### config.mk
export PLATFORM = sky130hd
export DESIGN_NAME = ir_nec_rx_param_flat
export DESIGN_NICKNAME = d
export VERILOG_FILES = /design/src/rtl/ir_nec_pkg.sv /design/src/rtl/ir_nec_rx_param_if.sv /design/src/rtl/ir_sync_filter.sv /design/src/rtl/ir_nec_rx_param.sv /design/src/flat_wrapper.sv
export SDC_FILE = /design/constraint.sdc
export NUM_CORES = 1
export LEC_CHECK = 0
export CAP_MARGIN = 30
export CORE_MARGIN = 3
export CORE_UTILIZATION = 50
export DETAILED_ROUTE_END_ITERATION = 10
export PLACE_DENSITY = 0.79
export SETUP_SLACK_MARGIN = 0.2
export SLEW_MARGIN = 20
export SYNTH_ARGS = -nofsm -noshare
export SYNTH_HDL_FRONTEND = slang
export SYNTH_SLANG_ARGS = --single-unit
### constraint.sdc
create_clock -name sys_clk -period 3.75 [get_ports sys_clk]
set_input_delay 0.375 -clock sys_clk [delete_from_list [all_inputs] [get_ports sys_clk]]
set_output_delay 0.375 -clock sys_clk [all_outputs]
set_load 0.005 [all_outputs]
### src/rtl/ir_nec_pkg.sv
// ir_nec_pkg: shared states, error codes, NEC nominal timings and cycle conversion
package ir_nec_pkg;

    typedef enum logic [3:0] {
        S_IDLE,
        S_LEAD_MARK,
        S_LEAD_SPACE,
        S_BIT_MARK,
        S_BIT_SPACE,
        S_STOP_MARK,
        S_REP_STOP,
        S_CHECK,
        S_REP_CHECK
    } state_t;

    localparam logic [1:0] ERR_NONE    = 2'd0;
    localparam logic [1:0] ERR_TIMING  = 2'd1;
    localparam logic [1:0] ERR_INV     = 2'd2;
    localparam logic [1:0] ERR_TIMEOUT = 2'd3;

    localparam int T_LEAD_MARK_US  = 9000;
    localparam int T_LEAD_SPACE_US = 4500;
    localparam int T_REP_SPACE_US  = 2250;
    localparam int T_BIT_MARK_US   = 560;
    localparam int T_ZERO_US       = 560;
    localparam int T_ONE_US        = 1690;
    localparam int T_STOP_US       = 560;

    // pct is the scaled percentage, e.g. 100-TOL for the window floor
    function automatic int us_to_cyc(input int us, input int clk_hz, input int pct);
        return int'(longint'(us) * longint'(clk_hz) * longint'(pct) / 64'sd100_000_000);
    endfunction

endpackage

### src/rtl/ir_nec_rx_param_if.sv
// ir_nec_rx_param_if: IR input line and decoded-frame outputs of the receiver
interface ir_nec_rx_param_if;
    logic        infrared_in;
    logic [15:0] addr;
    logic [7:0]  cmd;
    logic        data_valid;
    logic        repeat_en;
    logic        frame_err;
    logic [1:0]  err_code;
    logic        busy;

    modport master (
        input  infrared_in,
        output addr, cmd, data_valid, repeat_en, frame_err, err_code, busy
    );

    modport slave (
        output infrared_in,
        input  addr, cmd, data_valid, repeat_en, frame_err, err_code, busy
    );
endinterface

### src/rtl/ir_sync_filter.sv
// ir_sync_filter: synchronise the raw IR line, reject short glitches, report mark level
module ir_sync_filter #(
    parameter int GLITCH_CYC = 8,
    parameter int ACTIVE_LOW = 1
) (
    input  logic clk,
    input  logic rst,
    input  logic raw,
    output logic mark
);
    localparam logic IDLE_LVL = ACTIVE_LOW != 0;
    localparam int   GW       = $clog2(GLITCH_CYC + 1);

    logic [1:0]    sync_q;
    logic          lvl;
    logic [GW-1:0] cnt;

    // two-flop synchroniser, then accept a new level only after GLITCH_CYC differing samples
    always_ff @(posedge clk or posedge rst) begin
        if (rst) begin
            sync_q <= {2{IDLE_LVL}};
            lvl    <= IDLE_LVL;
            cnt    <= '0;
        end else begin
            sync_q <= {sync_q[0], raw};
            if (sync_q[1] == lvl) begin
                cnt <= '0;
            end else if (cnt == GW'(GLITCH_CYC - 1)) begin
                lvl <= sync_q[1];
                cnt <= '0;
            end else begin
                cnt <= cnt + 1'b1;
            end
        end
    end

    assign mark = lvl ^ IDLE_LVL;
endmodule

### src/rtl/ir_nec_rx_param.sv
// ir_nec_rx_param: NEC frame/repeat decoder with tolerance windows, checks and timeouts
module ir_nec_rx_param
    import ir_nec_pkg::*;
#(
    parameter int CLK_HZ        = 50_000_000,
    parameter int TOL_PCT       = 20,
    parameter int EXT_ADDR      = 0,
    parameter int ACTIVE_LOW    = 1,
    parameter int GLITCH_CYC    = 8,
    parameter int REPEAT_WIN_MS = 120
) (
    input logic               sys_clk,
    input logic               sys_rst,
    ir_nec_rx_param_if.master bus
);
    localparam int LO = 100 - TOL_PCT;
    localparam int HI = 100 + TOL_PCT;
    localparam int LM_LO = us_to_cyc(T_LEAD_MARK_US, CLK_HZ, LO);
    localparam int LM_HI = us_to_cyc(T_LEAD_MARK_US, CLK_HZ, HI);
    localparam int FS_LO = us_to_cyc(T_LEAD_SPACE_US, CLK_HZ, LO);
    localparam int FS_HI = us_to_cyc(T_LEAD_SPACE_US, CLK_HZ, HI);
    localparam int RS_LO = us_to_cyc(T_REP_SPACE_US, CLK_HZ, LO);
    localparam int RS_HI = us_to_cyc(T_REP_SPACE_US, CLK_HZ, HI);
    localparam int BM_LO = us_to_cyc(T_BIT_MARK_US, CLK_HZ, LO);
    localparam int BM_HI = us_to_cyc(T_BIT_MARK_US, CLK_HZ, HI);
    localparam int S0_LO = us_to_cyc(T_ZERO_US, CLK_HZ, LO);
    localparam int S0_HI = us_to_cyc(T_ZERO_US, CLK_HZ, HI);
    localparam int S1_LO = us_to_cyc(T_ONE_US, CLK_HZ, LO);
    localparam int S1_HI = us_to_cyc(T_ONE_US, CLK_HZ, HI);
    localparam int SM_LO = us_to_cyc(T_STOP_US, CLK_HZ, LO);
    localparam int SM_HI = us_to_cyc(T_STOP_US, CLK_HZ, HI);
    // one spare count so a saturated counter is always beyond the longest window
    localparam int DW     = $clog2(LM_HI + 2);
    localparam int RW_CYC = int'(longint'(REPEAT_WIN_MS) * longint'(CLK_HZ) / 64'sd1000);
    localparam int RW_W   = $clog2(RW_CYC + 1);

    state_t          state, state_n;
    logic            mark, mark_d, flip, frame_ok;
    logic            fr_end, rp_end, shift, bit_one, clr_idx;
    logic [1:0]      err_n;
    logic [DW-1:0]   dur;
    logic [4:0]      idx;
    logic [31:0]     sr;
    logic [RW_W-1:0] rep_tmr;

    function automatic logic inw(input logic [DW-1:0] d, input int lo, input int hi);
        return int'(d) >= lo && int'(d) <= hi;
    endfunction

    ir_sync_filter #(
        .GLITCH_CYC(GLITCH_CYC),
        .ACTIVE_LOW(ACTIVE_LOW)
    ) u_filt (
        .clk (sys_clk),
        .rst (sys_rst),
        .raw (bus.infrared_in),
        .mark(mark)
    );

    assign flip     = mark ^ mark_d;
    assign frame_ok = (sr[31:24] == ~sr[23:16]) && (EXT_ADDR != 0 || sr[15:8] == ~sr[7:0]);
    assign bus.busy = state != S_IDLE;

    // FSM state register
    always_ff @(posedge sys_clk or posedge sys_rst) begin
        if (sys_rst) state <= S_IDLE;
        else         state <= state_n;
    end

    // each edge ends the current segment and is judged against that segment's window
    always_comb begin
        state_n = state;
        err_n   = ERR_NONE;
        fr_end  = 1'b0;
        rp_end  = 1'b0;
        shift   = 1'b0;
        bit_one = 1'b0;
        clr_idx = 1'b0;
        case (state)
            S_IDLE: if (flip && mark) state_n = S_LEAD_MARK;
            S_LEAD_MARK:
                if (flip) begin
                    state_n = S_LEAD_SPACE;
                    err_n   = inw(dur, LM_LO, LM_HI) ? ERR_NONE : ERR_TIMING;
                end else if (int'(dur) > LM_HI) begin
                    err_n = ERR_TIMEOUT;
                end
            S_LEAD_SPACE:
                if (flip) begin
                    clr_idx = 1'b1;
                    state_n = inw(dur, FS_LO, FS_HI) ? S_BIT_MARK : S_REP_STOP;
                    err_n   = (inw(dur, FS_LO, FS_HI) || inw(dur, RS_LO, RS_HI)) ? ERR_NONE : ERR_TIMING;
                end else if (int'(dur) > FS_HI) begin
                    err_n = ERR_TIMEOUT;
                end
            S_BIT_MARK:
                if (flip) begin
                    state_n = S_BIT_SPACE;
                    err_n   = inw(dur, BM_LO, BM_HI) ? ERR_NONE : ERR_TIMING;
                end else if (int'(dur) > BM_HI) begin
                    err_n = ERR_TIMEOUT;
                end
            S_BIT_SPACE:
                if (flip) begin
                    bit_one = inw(dur, S1_LO, S1_HI);
                    shift   = bit_one || inw(dur, S0_LO, S0_HI);
                    state_n = idx == 5'd31 ? S_STOP_MARK : S_BIT_MARK;
                    err_n   = shift ? ERR_NONE : ERR_TIMING;
                end else if (int'(dur) > S1_HI) begin
                    err_n = ERR_TIMEOUT;
                end
            S_STOP_MARK, S_REP_STOP:
                if (flip) begin
                    fr_end  = state == S_STOP_MARK;
                    rp_end  = state == S_REP_STOP;
                    state_n = state == S_STOP_MARK ? S_CHECK : S_REP_CHECK;
                    err_n   = inw(dur, SM_LO, SM_HI) ? ERR_NONE : ERR_TIMING;
                end else if (int'(dur) > SM_HI) begin
                    err_n = ERR_TIMEOUT;
                end
            default: state_n = S_IDLE;
        endcase
        if (err_n != ERR_NONE) begin
            state_n = S_IDLE;
            fr_end  = 1'b0;
            rp_end  = 1'b0;
            shift   = 1'b0;
        end
    end

    // duration counter, bit shifter, repeat window and registered result/pulse outputs
    always_ff @(posedge sys_clk or posedge sys_rst) begin
        if (sys_rst) begin
            mark_d         <= 1'b0;
            dur            <= '0;
            idx            <= '0;
            sr             <= '0;
            rep_tmr        <= '0;
            bus.addr       <= '0;
            bus.cmd        <= '0;
            bus.data_valid <= 1'b0;
            bus.repeat_en  <= 1'b0;
            bus.frame_err  <= 1'b0;
            bus.err_code   <= ERR_NONE;
        end else begin
            mark_d         <= mark;
            dur            <= flip ? '0 : (&dur ? dur : dur + 1'b1);
            idx            <= clr_idx ? 5'd0 : (shift ? idx + 1'b1 : idx);
            sr             <= shift ? {bit_one, sr[31:1]} : sr;
            rep_tmr        <= rep_tmr != '0 ? rep_tmr - 1'b1 : rep_tmr;
            bus.data_valid <= 1'b0;
            bus.repeat_en  <= 1'b0;
            bus.frame_err  <= 1'b0;
            if (err_n != ERR_NONE) begin
                bus.frame_err <= 1'b1;
                bus.err_code  <= err_n;
            end else if (fr_end && frame_ok) begin
                bus.addr       <= EXT_ADDR != 0 ? sr[15:0] : {8'h00, sr[7:0]};
                bus.cmd        <= sr[23:16];
                bus.data_valid <= 1'b1;
                bus.err_code   <= ERR_NONE;
                rep_tmr        <= RW_W'(RW_CYC);
            end else if (fr_end) begin
                bus.frame_err <= 1'b1;
                bus.err_code  <= ERR_INV;
            end else if (rp_end && rep_tmr != '0) begin
                bus.repeat_en <= 1'b1;
                rep_tmr       <= RW_W'(RW_CYC);
            end
        end
    end
endmodule

### src/flat_wrapper.sv
// flat-port wrapper written by rule: the top's interface ports become plain ports
module ir_nec_rx_param_flat import ir_nec_pkg::*;
#(
    parameter int CLK_HZ        = 50_000_000,
    parameter int TOL_PCT       = 20,
    parameter int EXT_ADDR      = 0,
    parameter int ACTIVE_LOW    = 1,
    parameter int GLITCH_CYC    = 8,
    parameter int REPEAT_WIN_MS = 120
)
  (sys_clk, sys_rst, bus_infrared_in, bus_addr, bus_cmd, bus_data_valid, bus_repeat_en, bus_frame_err, bus_err_code, bus_busy);
  ir_nec_rx_param_if bus_i ();
  input logic sys_clk;
  input logic sys_rst;
  input wire logic [$bits(bus_i.infrared_in)-1:0] bus_infrared_in;
  output wire logic [$bits(bus_i.addr)-1:0] bus_addr;
  output wire logic [$bits(bus_i.cmd)-1:0] bus_cmd;
  output wire logic [$bits(bus_i.data_valid)-1:0] bus_data_valid;
  output wire logic [$bits(bus_i.repeat_en)-1:0] bus_repeat_en;
  output wire logic [$bits(bus_i.frame_err)-1:0] bus_frame_err;
  output wire logic [$bits(bus_i.err_code)-1:0] bus_err_code;
  output wire logic [$bits(bus_i.busy)-1:0] bus_busy;
  assign bus_i.infrared_in = bus_infrared_in;
  assign bus_addr = bus_i.addr;
  assign bus_cmd = bus_i.cmd;
  assign bus_data_valid = bus_i.data_valid;
  assign bus_repeat_en = bus_i.repeat_en;
  assign bus_frame_err = bus_i.frame_err;
  assign bus_err_code = bus_i.err_code;
  assign bus_busy = bus_i.busy;
  ir_nec_rx_param #(.CLK_HZ(CLK_HZ), .TOL_PCT(TOL_PCT), .EXT_ADDR(EXT_ADDR), .ACTIVE_LOW(ACTIVE_LOW), .GLITCH_CYC(GLITCH_CYC), .REPEAT_WIN_MS(REPEAT_WIN_MS)) u_core (.sys_clk(sys_clk), .sys_rst(sys_rst), .bus(bus_i));
endmodule
==> flow_metrics.env, run 1 <==
export IMPL_status="complete, no violations"
export IMPL_hold_slack_ns=0.312
export IMPL_path_clk_slew_ns=0.06
export IMPL_use_met3=0.0565
export IMPL_use_met2=0.319
export IMPL_worstRegToRegCells=7
export IMPL_clk_path_buf_depth=2
export IMPL_critPathCaptureType="register"
export IMPL_start_kind="register"
export IMPL_root_buffer="clkbuf_16"
export IMPL_num_rows=39
export IMPL_drt_wirelength_per_cell_um=17.3
export IMPL_period_share=0.850
export IMPL_crit_path_top_delay_cell="or4_4"
export IMPL_finalSetupViolCount=0
export IMPL_clock_skew_ns=0.0135
export IMPL_die_x_um=116
export IMPL_drc=0
export IMPL_period_needed_ns=3.19
export IMPL_path_class="register to register"
export IMPL_synthArstFlopShare=1.00
export IMPL_regToRegEndpoint="u_core.rep_tmr[22]"
export IMPL_ys_seq_area_frac=0.467
export IMPL_cp_cell_sequence="or4_4, or4_4, a2111o_1, nand3_2, o2111a_1, buf_4, nand3b_1"
export IMPL_vias=4697
export IMPL_yosys_mux_area_fraction=0.0988
export IMPL_cts_made_buffers=17
export IMPL_ff2ff_setup_slack_ns=0.56
export IMPL_fin_nets=635
export IMPL_required_ns=4.09
export IMPL_yosysWarnings=0
export IMPL_synth_main_ff_cell="dfrtp_1"
export IMPL_drive_above_1_share=0.173
export IMPL_ys_ff_latch=113
export IMPL_peakVddDrop_uv=594
export IMPL_rsz0062_at_grt="no"
export IMPL_hold_viol=0
export IMPL_start_util=0.522
export IMPL_synth_xor_xnor_area_share=0.0737
export IMPL_diodes=0
export IMPL_fmax_mhz=314
export IMPL_cts_sinks=113
export IMPL_synth_top_family_by_area="simple AND/OR/NAND/NOR gates"
export IMPL_synth_adder_area_share=0.0165
export IMPL_avgSynthCellArea_um2=10.2
export IMPL_grt_ovfl_total=0
export IMPL_powerDensity_nw_per_um2=520
export IMPL_cp_common_cell="or4_4"
export IMPL_syn_area_um2=6060
export IMPL_power_leakage_uw=0.00322
export IMPL_path_buf_inv=1
export IMPL_cts_tree="done"
export IMPL_firstDrtPassIters=5
export IMPL_cts_htree_levels=4
export IMPL_die_area_um2=13500
export IMPL_use_met1=0.299
export IMPL_slew_violations=0
export IMPL_first_iter_violations=417
export IMPL_core_area_um2=11600
export IMPL_post_cts_resized=0
export IMPL_synth_compound_area_frac=0.0963
export IMPL_antenna_found_initial=0
export IMPL_ys_types=65
export IMPL_grtUsageTotal=0.215
export IMPL_grt_max_degree=77
export IMPL_ios=33
export IMPL_first_global_vias=4446
export IMPL_top_usage_layer="met2"
export IMPL_post_cts_buffers=0
export IMPL_p_total_uw=3660
export IMPL_drv_cap=0
export IMPL_slew_headroom=0.422
export IMPL_area_growth_pct=16.0
export IMPL_hpwl_um=9150
export IMPL_critical_path_max_stage_delay_ns=0.59
export IMPL_cts_hold_buf=0
export IMPL_hold_path_class="primary input to asynchronous set/reset pin"
export IMPL_synth_simple_gate_area_frac=0.202
export IMPL_synthCells=597
export IMPL_via_per_inst=6.02
export IMPL_grt_pass1_wl_um=22600
export IMPL_arrival_ns=3.52
export IMPL_synth_edf_count=0
export IMPL_port_buffers=24
export IMPL_clock_latency_ns=0.42
export IMPL_fin_tns_setup_ns=0
export IMPL_die_height_um=116
export IMPL_routabilityCongestion=0.947
export IMPL_tightest_slew_ns=0.864
export IMPL_crit_fanout=13
export IMPL_wl_um=13500
export IMPL_r2r_start="u_core.dur[4]"
export IMPL_antenna_left=0
export IMPL_cp_top_family="simple AND/OR/NAND/NOR gates"
[Yosys cell counts (3+ instances only)]
cell / n / area share
a211o_1: 3 / 0.0043
a211oi_1: 4 / 0.0050
a21o_1: 3 / 0.0037
a21oi_1: 21 / 0.017
a311oi_1: 3 / 0.0043
a31oi_1: 4 / 0.0041
and2_1: 3 / 0.0031
and3_1: 6 / 0.0062
buf_4: 8 / 0.0099
buf_6: 4 / 0.0074
clkbuf_1: 24 / 0.015
dfrtp_1: 110 / 0.45
dfstp_2: 3 / 0.013
ha_1: 8 / 0.017
inv_1: 19 / 0.012
mux2_2: 47 / 0.087
mux2i_1: 7 / 0.012
nand2_1: 39 / 0.024
nand2b_1: 13 / 0.013
nand3_1: 21 / 0.017
nand3b_1: 4 / 0.0050
nand4_1: 12 / 0.012
nand4b_1: 3 / 0.0043
nor2_1: 55 / 0.034
nor2b_1: 4 / 0.0041
nor3_1: 24 / 0.020
nor3b_1: 4 / 0.0050
nor4_1: 11 / 0.011
nor4b_1: 4 / 0.0058
o211ai_1: 4 / 0.0050
o21ai_0: 14 / 0.012
o31ai_1: 4 / 0.0050
or2_2: 3 / 0.0031
or3_1: 9 / 0.0093
or4_1: 8 / 0.0099
xnor2_1: 28 / 0.040
xor2_1: 23 / 0.033
[kinds of logic after synthesis]
| logic type | after synthesis |
|---|---|
| AO/OA/AOI/OAI | 82 |
| XOR/XNOR | 51 |
| adder cells (fa/ha/maj) | 8 |
| buffers and inverters | 57 |
| flip-flops | 113 |
| multiplexers | 54 |
| other | 1 |
| AND/OR/NAND/NOR | 231 |
[report_power, final]
part / leakage, uW / total, uW / switching, uW / internal [uW]
Clock: 0.000291 / 1600 / 595 / 1000
Sequential: 0.00155 / 1410 / 109 / 1300
Combinational: 0.00138 / 654 / 408 / 245
Total: 0.00322 / 3660 / 1110 / 2540
[area by class of cell]
cell class / count / area (um2)
flip-flops and latches: 113 / 2830
well taps: 143 / 179
repair buffers: 39 / 365
fillers: 964 / 4580
clock inverters: 14 / 156
clock buffers: 18 / 439
inverters: 19 / 73.8
multi-input cells: 434 / 2990
[registers in the layout (all words and copies together) (netlist names), 2 cells and up]
signal                flops
u_core.dur               20
u_core.state              4
u_core.u_filt.sync_q      2
u_core.idx                5
u_core.bus.cmd            8
u_core.bus.err_code       2
u_core.sr                32
u_core.u_filt.cnt         4
u_core.bus.addr           8
u_core.rep_tmr           23
[placed cells by master, fill, tap and decap left out, types with 17 or more instances in the layout]
cell type / count
mux2_2: 47
a21oi_1: 21
nor2_1: 55
clkbuf_16: 17
clkdlybuf4s50_1: 24
nor3_1: 24
nand3_1: 21
xnor2_1: 28
nand2_1: 39
dfrtp_1: 110
inv_1: 18
xor2_1: 23
[per-layer routing]
| layer | vias up | part of all wire |
|---|---|---|
| li1 | 2180 | - |
| met1 | 2312 | 0.45 |
| met3 | 29 | 0.062 |
| met2 | 176 | 0.46 |
| met4 | 0 | 0.026 |
| met5 | - | 0 |
[stage by stage]
step           setup WS (ns)   util  std cells  instance area [um2]
2_1_floorplan          0.393      -        604                 6090
5_1_grt                0.370  0.606        780                 7040
3_5_place_dp           0.576  0.553        747                 6420
6_report               0.564  0.606        780                 7040
3_3_place_gp           0.636  0.553        747                 6420
4_1_cts                0.572  0.604        779                 7020
[worst max-delay path by stage]
stage             startpoint  slack (ns)            endpoint  cells past startpoint
6_report       u_core.dur[4]        0.56  u_core.rep_tmr[22]                      7
3_5_place_dp   u_core.dur[4]        0.58       u_core.sr[26]                      6
5_1_grt        u_core.dur[3]        0.37  u_core.rep_tmr[22]                      7
4_1_cts        u_core.dur[4]        0.57        u_core.sr[0]                      6
3_3_place_gp   u_core.dur[4]        0.64       u_core.sr[17]                      6
2_1_floorplan        sys_rst        0.39  u_core.bus.addr[0]                      1
(Power assumes the default switching activity.)
==> run 2: changes to the inputs <==
==> constraint.sdc (replaced) <==
create_clock -name sys_clk -period 3 [get_ports sys_clk]
set_input_delay 0.3 -clock sys_clk [delete_from_list [all_inputs] [get_ports sys_clk]]
set_output_delay 0.3 -clock sys_clk [all_outputs]
set_load 0.005 [all_outputs]
==> run 2 against run 1 <==
Against the previous run:
- clock power rose by 31%
- utilization rose by 2.7 points
- critical path depth unchanged
- maximum frequency rose by 12%
- hold slack worse by 0.0067 ns
- combinational power up 42%
- sequential cell count is the same
- sequential power grew 23%
- cell area increased by 4.4%
- total power up 30%
- routed wire length up 11%
- via count increased by 2.6%
- largest cell class unchanged
- highest routed layer unchanged
==> flow_metrics.env, run 2 (synthesis results as in run 1) <==
export IMPL_status="complete, no violations"
export IMPL_hold_viol=0
export IMPL_arrival_ns=3.15
export IMPL_hpwl_um=9590
export IMPL_cts_htree_levels=4
export IMPL_hold_path_depth=1
export IMPL_die_height_um=116
export IMPL_cts_sinks=113
export IMPL_dp_cells=764
export IMPL_grt_pass1_wl_um=24400
export IMPL_die_area_um2=13500
export IMPL_num_rows=39
export IMPL_hold_path_class="primary input to register"
export IMPL_start_util=0.522
export IMPL_clk_path_buf_depth=2
export IMPL_port_buffers=24
export IMPL_layout_cells_non_filler=807
export IMPL_firstDrtPassIters=6
export IMPL_die_x_um=116
export IMPL_grt_max_degree=57
export IMPL_worstRegToRegCells=7
export IMPL_area_growth_pct=21.1
export IMPL_antenna_left=0
export IMPL_wl_um=14900
export IMPL_finalSetupViolCount=0
export IMPL_grtUsageTotal=0.234
export IMPL_cts_tree="done"
export IMPL_root_buffer="clkbuf_16"
export IMPL_via_per_inst=5.97
export IMPL_powerDensity_nw_per_um2=647
export IMPL_path_clk_slew_ns=0.06
export IMPL_slew_violations=0
export IMPL_required_ns=3.30
export IMPL_start_kind="register"
export IMPL_final_cell_mix="dfrtp_1, nor2_1, mux2_2"
export IMPL_fill_cells=883
export IMPL_routabilityCongestion=0.924
export IMPL_fmax_mhz=351
export IMPL_crit_fanout=16
export IMPL_hp_start="bus_infrared_in"
export IMPL_drt_wirelength_per_cell_um=18.5
export IMPL_setup_ws_ns=0.154
export IMPL_clock_skew_ns=0.0164
export IMPL_path_class="register to register"
export IMPL_grt_ovfl_total=0
export IMPL_cts_made_buffers=17
export IMPL_clock_latency_ns=0.42
export IMPL_first_global_vias=4816
export IMPL_top_register="u_core.sr"
export IMPL_ff2ff_setup_slack_ns=0.15
export IMPL_fin_tns_setup_ns=0
export IMPL_tightest_slew_ns=0.753
export IMPL_first_iter_violations=560
export IMPL_regToRegEndpoint="u_core.sr[29]"
export IMPL_largest_register_ff_count=32
export IMPL_power_leakage_uw=0.00339
export IMPL_r2r_start="u_core.dur[7]"
export IMPL_dp_slack_ns=0.0658
export IMPL_critPathCaptureType="register"
export IMPL_slew_headroom=0.496
export IMPL_rsz0062_at_grt="yes"
export IMPL_diodes=0
export IMPL_drv_cap=0
export IMPL_period_share=0.949
export IMPL_fin_nets=662
export IMPL_antenna_found_initial=0
export IMPL_final_common_cell="dfrtp_1"
export IMPL_period_needed_ns=2.85
export IMPL_core_area_um2=11600
export IMPL_vias=4819
export IMPL_drc=0
export IMPL_reg_top3="u_core.sr x32, u_core.rep_tmr x23, u_core.dur x20"
export IMPL_drive_above_1_share=0.215
export IMPL_crit_start="u_core.dur[7]"
export IMPL_min_to="u_core.u_filt.sync_q[0]"
export IMPL_peakVddDrop_uv=563
export IMPL_ios=33
==> run 2: changes by cell type in the layout (fill, tap and decap cells not counted), sizes merged <==
cell / delta
bufinv: +1
clkinvlp: +3
clkinv: -5
inv: +1
clkbuf: +1
buf: +26
==> run 2: critical path, cell delays in order (launching register included) <==
cell and delay (ns):
dfrtp_1 0.38, or4_1 0.52, or4_4 0.52, a2111o_1 0.46, a21oi_4 0.17, buf_4 0.16, buf_16 0.15, mux2_2 0.36
==> run 2: layer usage <==
layer	track usage	up-vias	part of all wire
li1	-	2239	-
met4	0.0866	0	0.021
met2	0.375	170	0.49
met5	0	-	0
met1	0.301	2379	0.43
met3	0.0694	31	0.058
==> run 2: through the flow <==
step	cell area, um2	power, uW	util	hold slack [ns]
2_1_floorplan	6100	2340	-	0.304
3_3_place_gp	6570	2590	0.565	0.347
3_5_place_dp	6570	2620	0.566	0.347
4_1_cts	7280	4740	0.627	0.292
5_1_grt	7350	4970	0.633	0.302
6_report	7350	4750	0.633	0.305
==> run 2: report_power, final <==
| part | switching [uW] | total [uW] | internal [uW] |
|---|---|---|---|
| clock | 775 | 2090 | 1320 |
| sequential | 110 | 1730 | 1620 |
| combinational | 562 | 927 | 364 |
==> run 2: how the worst max path moves through the flow <==
| stage | endpoint | depth (start not counted) |
|---|---|---|
| after floorplan | u_core.sr[0] | 6 |
| after global placement | u_core.bus.cmd[0] | 6 |
| after detailed placement | u_core.bus.addr[1] | 6 |
| after CTS | u_core.sr[28] | 7 |
| after global routing | u_core.sr[29] | 7 |
| final | u_core.sr[29] | 7 |
==> run 2: layout make-up <==
type	count	area, um2	share of cell area
multi-input combinational	434	3020	0.411
clock inverter	14	179	0.0244
sequential	113	2830	0.386
inverter	19	75.1	0.0102
clock buffer	18	429	0.0584
tap	143	179	0.0244
timing repair buffer	66	633	0.0862
==> run 2: repair_timing <==
action / CTS / global route
pin swaps: 4 / 3
endpoints found under the hold margin: 0 / 0
setup buffers: 8 / 0
setup endpoints to repair: 50 / 81
hold buffers: 0 / 0
gates resized for setup: 2 / 10
cloned: 1 / 2
==> run 3: changes to the inputs <==
--- a/config.mk
+++ b/config.mk
@@ -5,10 +5,10 @@
 export SDC_FILE = /design/constraint.sdc
 export NUM_CORES = 1
 export LEC_CHECK = 0
-export CAP_MARGIN = 30
 export CORE_MARGIN = 3
 export CORE_UTILIZATION = 50
 export DETAILED_ROUTE_END_ITERATION = 10
+export HOLD_SLACK_MARGIN = 0.08
 export PLACE_DENSITY = 0.79
 export SETUP_SLACK_MARGIN = 0.2
 export SLEW_MARGIN = 20
==> run 3 against run 2 <==
Against the previous run:
- total power is 0.44% higher
- utilization shrank 0.18 points
- global-route usage decreased by 1.1 points
- clock-buffer cell count stayed put
- via count shrank 0.64%
- cell count shrank 0.62%
==> flow_metrics.env, run 3 (synthesis results as in run 1) <==
export IMPL_path_buf_inv=1
export IMPL_first_iter_violations=552
export IMPL_routabilityCongestion=0.924
export IMPL_diodes=0
export IMPL_fin_nets=657
export IMPL_reg_top3="u_core.sr x32, u_core.rep_tmr x23, u_core.dur x20"
export IMPL_drive_above_1_share=0.211
export IMPL_crit_fanout=34
export IMPL_path_clk_slew_ns=0.05
export IMPL_regArea_um2=2830
export IMPL_top_register="u_core.sr"
export IMPL_hpwl_um=9660
export IMPL_power_leakage_uw=0.00335
export IMPL_dp_slack_ns=0.0336
export IMPL_ios=33
export IMPL_antenna_left=0
export IMPL_utilization=0.631
export IMPL_use_met3=0.0575
export IMPL_grt_ovfl_total=0
export IMPL_final_cell_mix="dfrtp_1, nor2_1, mux2_2"
export IMPL_setup_ws_ns=0.163
export IMPL_first_global_vias=4785
export IMPL_drc=0
export IMPL_via_per_inst=5.97
export IMPL_num_rows=39
export IMPL_start_util=0.522
export IMPL_drt_wirelength_per_cell_um=17.5
export IMPL_cp_common_cell="or4_4"
export IMPL_use_met1=0.295
export IMPL_core_area_um2=11600
export IMPL_p_total_uw=4770
export IMPL_grtUsageTotal=0.223
export IMPL_multi_input_area_um2=3050
export IMPL_root_buffer="clkbuf_16"
export IMPL_drv_cap=0
export IMPL_antenna_found_initial=0
export IMPL_use_met2=0.357
export IMPL_critical_path_max_stage_delay_ns=0.54
export IMPL_path_class="register to register"
export IMPL_crit_path_top_delay_cell="or4_4"
export IMPL_peakVddDrop_uv=676
export IMPL_die_area_um2=13500
export IMPL_fin_tns_setup_ns=0
export IMPL_vias=4788
export IMPL_die_height_um=116
export IMPL_top_usage_layer="met2"
export IMPL_area_growth_pct=20.8
export IMPL_cp_top_family="simple AND/OR/NAND/NOR gates"
export IMPL_fmax_mhz=353
export IMPL_cts_tree="done"
export IMPL_required_ns=3.29
export IMPL_critPathCaptureType="register"
export IMPL_hold_path_class="primary input to register"
export IMPL_period_share=0.946
export IMPL_fill_cells=913
export IMPL_tightest_slew_ns=0.748
export IMPL_clk_path_buf_depth=2
export IMPL_finalSetupViolCount=0
export IMPL_start_kind="register"
export IMPL_period_needed_ns=2.84
export IMPL_die_x_um=116
export IMPL_slew_violations=0
export IMPL_grt_max_degree=57
export IMPL_cts_hold_buf=0
export IMPL_arrival_ns=3.13
export IMPL_hold_slack_ns=0.321
export IMPL_status="complete, no violations"
export IMPL_grt_pass1_wl_um=23500
export IMPL_final_common_cell="dfrtp_1"
export IMPL_cp_cell_sequence="or4_4, or4_4, a2111o_1, a21oi_4, buf_12, mux2_2"
export IMPL_powerDensity_nw_per_um2=651
export IMPL_port_buffers=24
export IMPL_hold_viol=0
export IMPL_firstDrtPassIters=5
export IMPL_clock_skew_ns=0.00856
export IMPL_rsz0062_at_grt="yes"
export IMPL_cts_htree_levels=4
export IMPL_largest_register_ff_count=32
export IMPL_cts_made_buffers=17
export IMPL_cts_sinks=113
export IMPL_slew_headroom=0.499
export IMPL_wl_um=14100
export IMPL_clock_latency_ns=0.41
[run 3: changes by cell type in the layout (fill, tap and decap cells not counted), moves of 2 or more]
cell and delta:
buf_4 -4, buf_12 +2, nor3_4 +2, nor3_2 -2
[run 3: path summary, 6_finish.rpt]
check / startpoint / slack (ns) / to / depth (start not counted)
setup reg to reg: u_core.dur[7] / 0.16 / u_core.sr[12] / 6
hold reg to reg: u_core.u_filt.sync_q[0] / 0.35 / u_core.u_filt.sync_q[1] / 0
hold / removal: bus_infrared_in / 0.32 / u_core.u_filt.sync_q[0] / 1
min in group asynchronous: sys_rst / 0.34 / u_core.bus.err_code[0] / 2
setup / recovery: u_core.dur[7] / 0.16 / u_core.sr[12] / 6
max in group asynchronous: sys_rst / 1.90 / u_core.sr[6] / 3
[run 3: metrics by stage]
step           area (um2)  instances
6_report             7320        802
5_1_grt              7320        802
4_1_cts              7230        799
3_5_place_dp         6570        763
3_3_place_gp         6570        763
2_1_floorplan        6100        604
[run 3: final cells by class]
type / instances / area share
inverters: 19 / 0.0102
flip-flops and latches: 113 / 0.387
clock buffers: 18 / 0.0586
multi-input cells: 434 / 0.416
well taps: 143 / 0.0244
repair buffers: 61 / 0.0794
clock inverters: 14 / 0.0244
[run 3: report_power, final]
group	switching (uW)	internal (uW)
sequential	116	1620
combinational	594	375
clock	746	1320
[run 3: per-layer routing]
| layer | up-vias | part of all wire | wire length, um |
|---|---|---|---|
| met5 | - | 0 | 0 |
| met4 | 0 | 0.023 | 323 |
| met3 | 37 | 0.055 | 778 |
| met2 | 185 | 0.48 | 6730 |
| met1 | 2342 | 0.44 | 6230 |
| li1 | 2224 | - | - |
[run 3: what timing repair did]
action,in CTS,in global routing
gates cloned,0,1
pin swaps,1,3
endpoints found under the setup margin,62,78
resized for setup,3,13
setup buffers,4,2
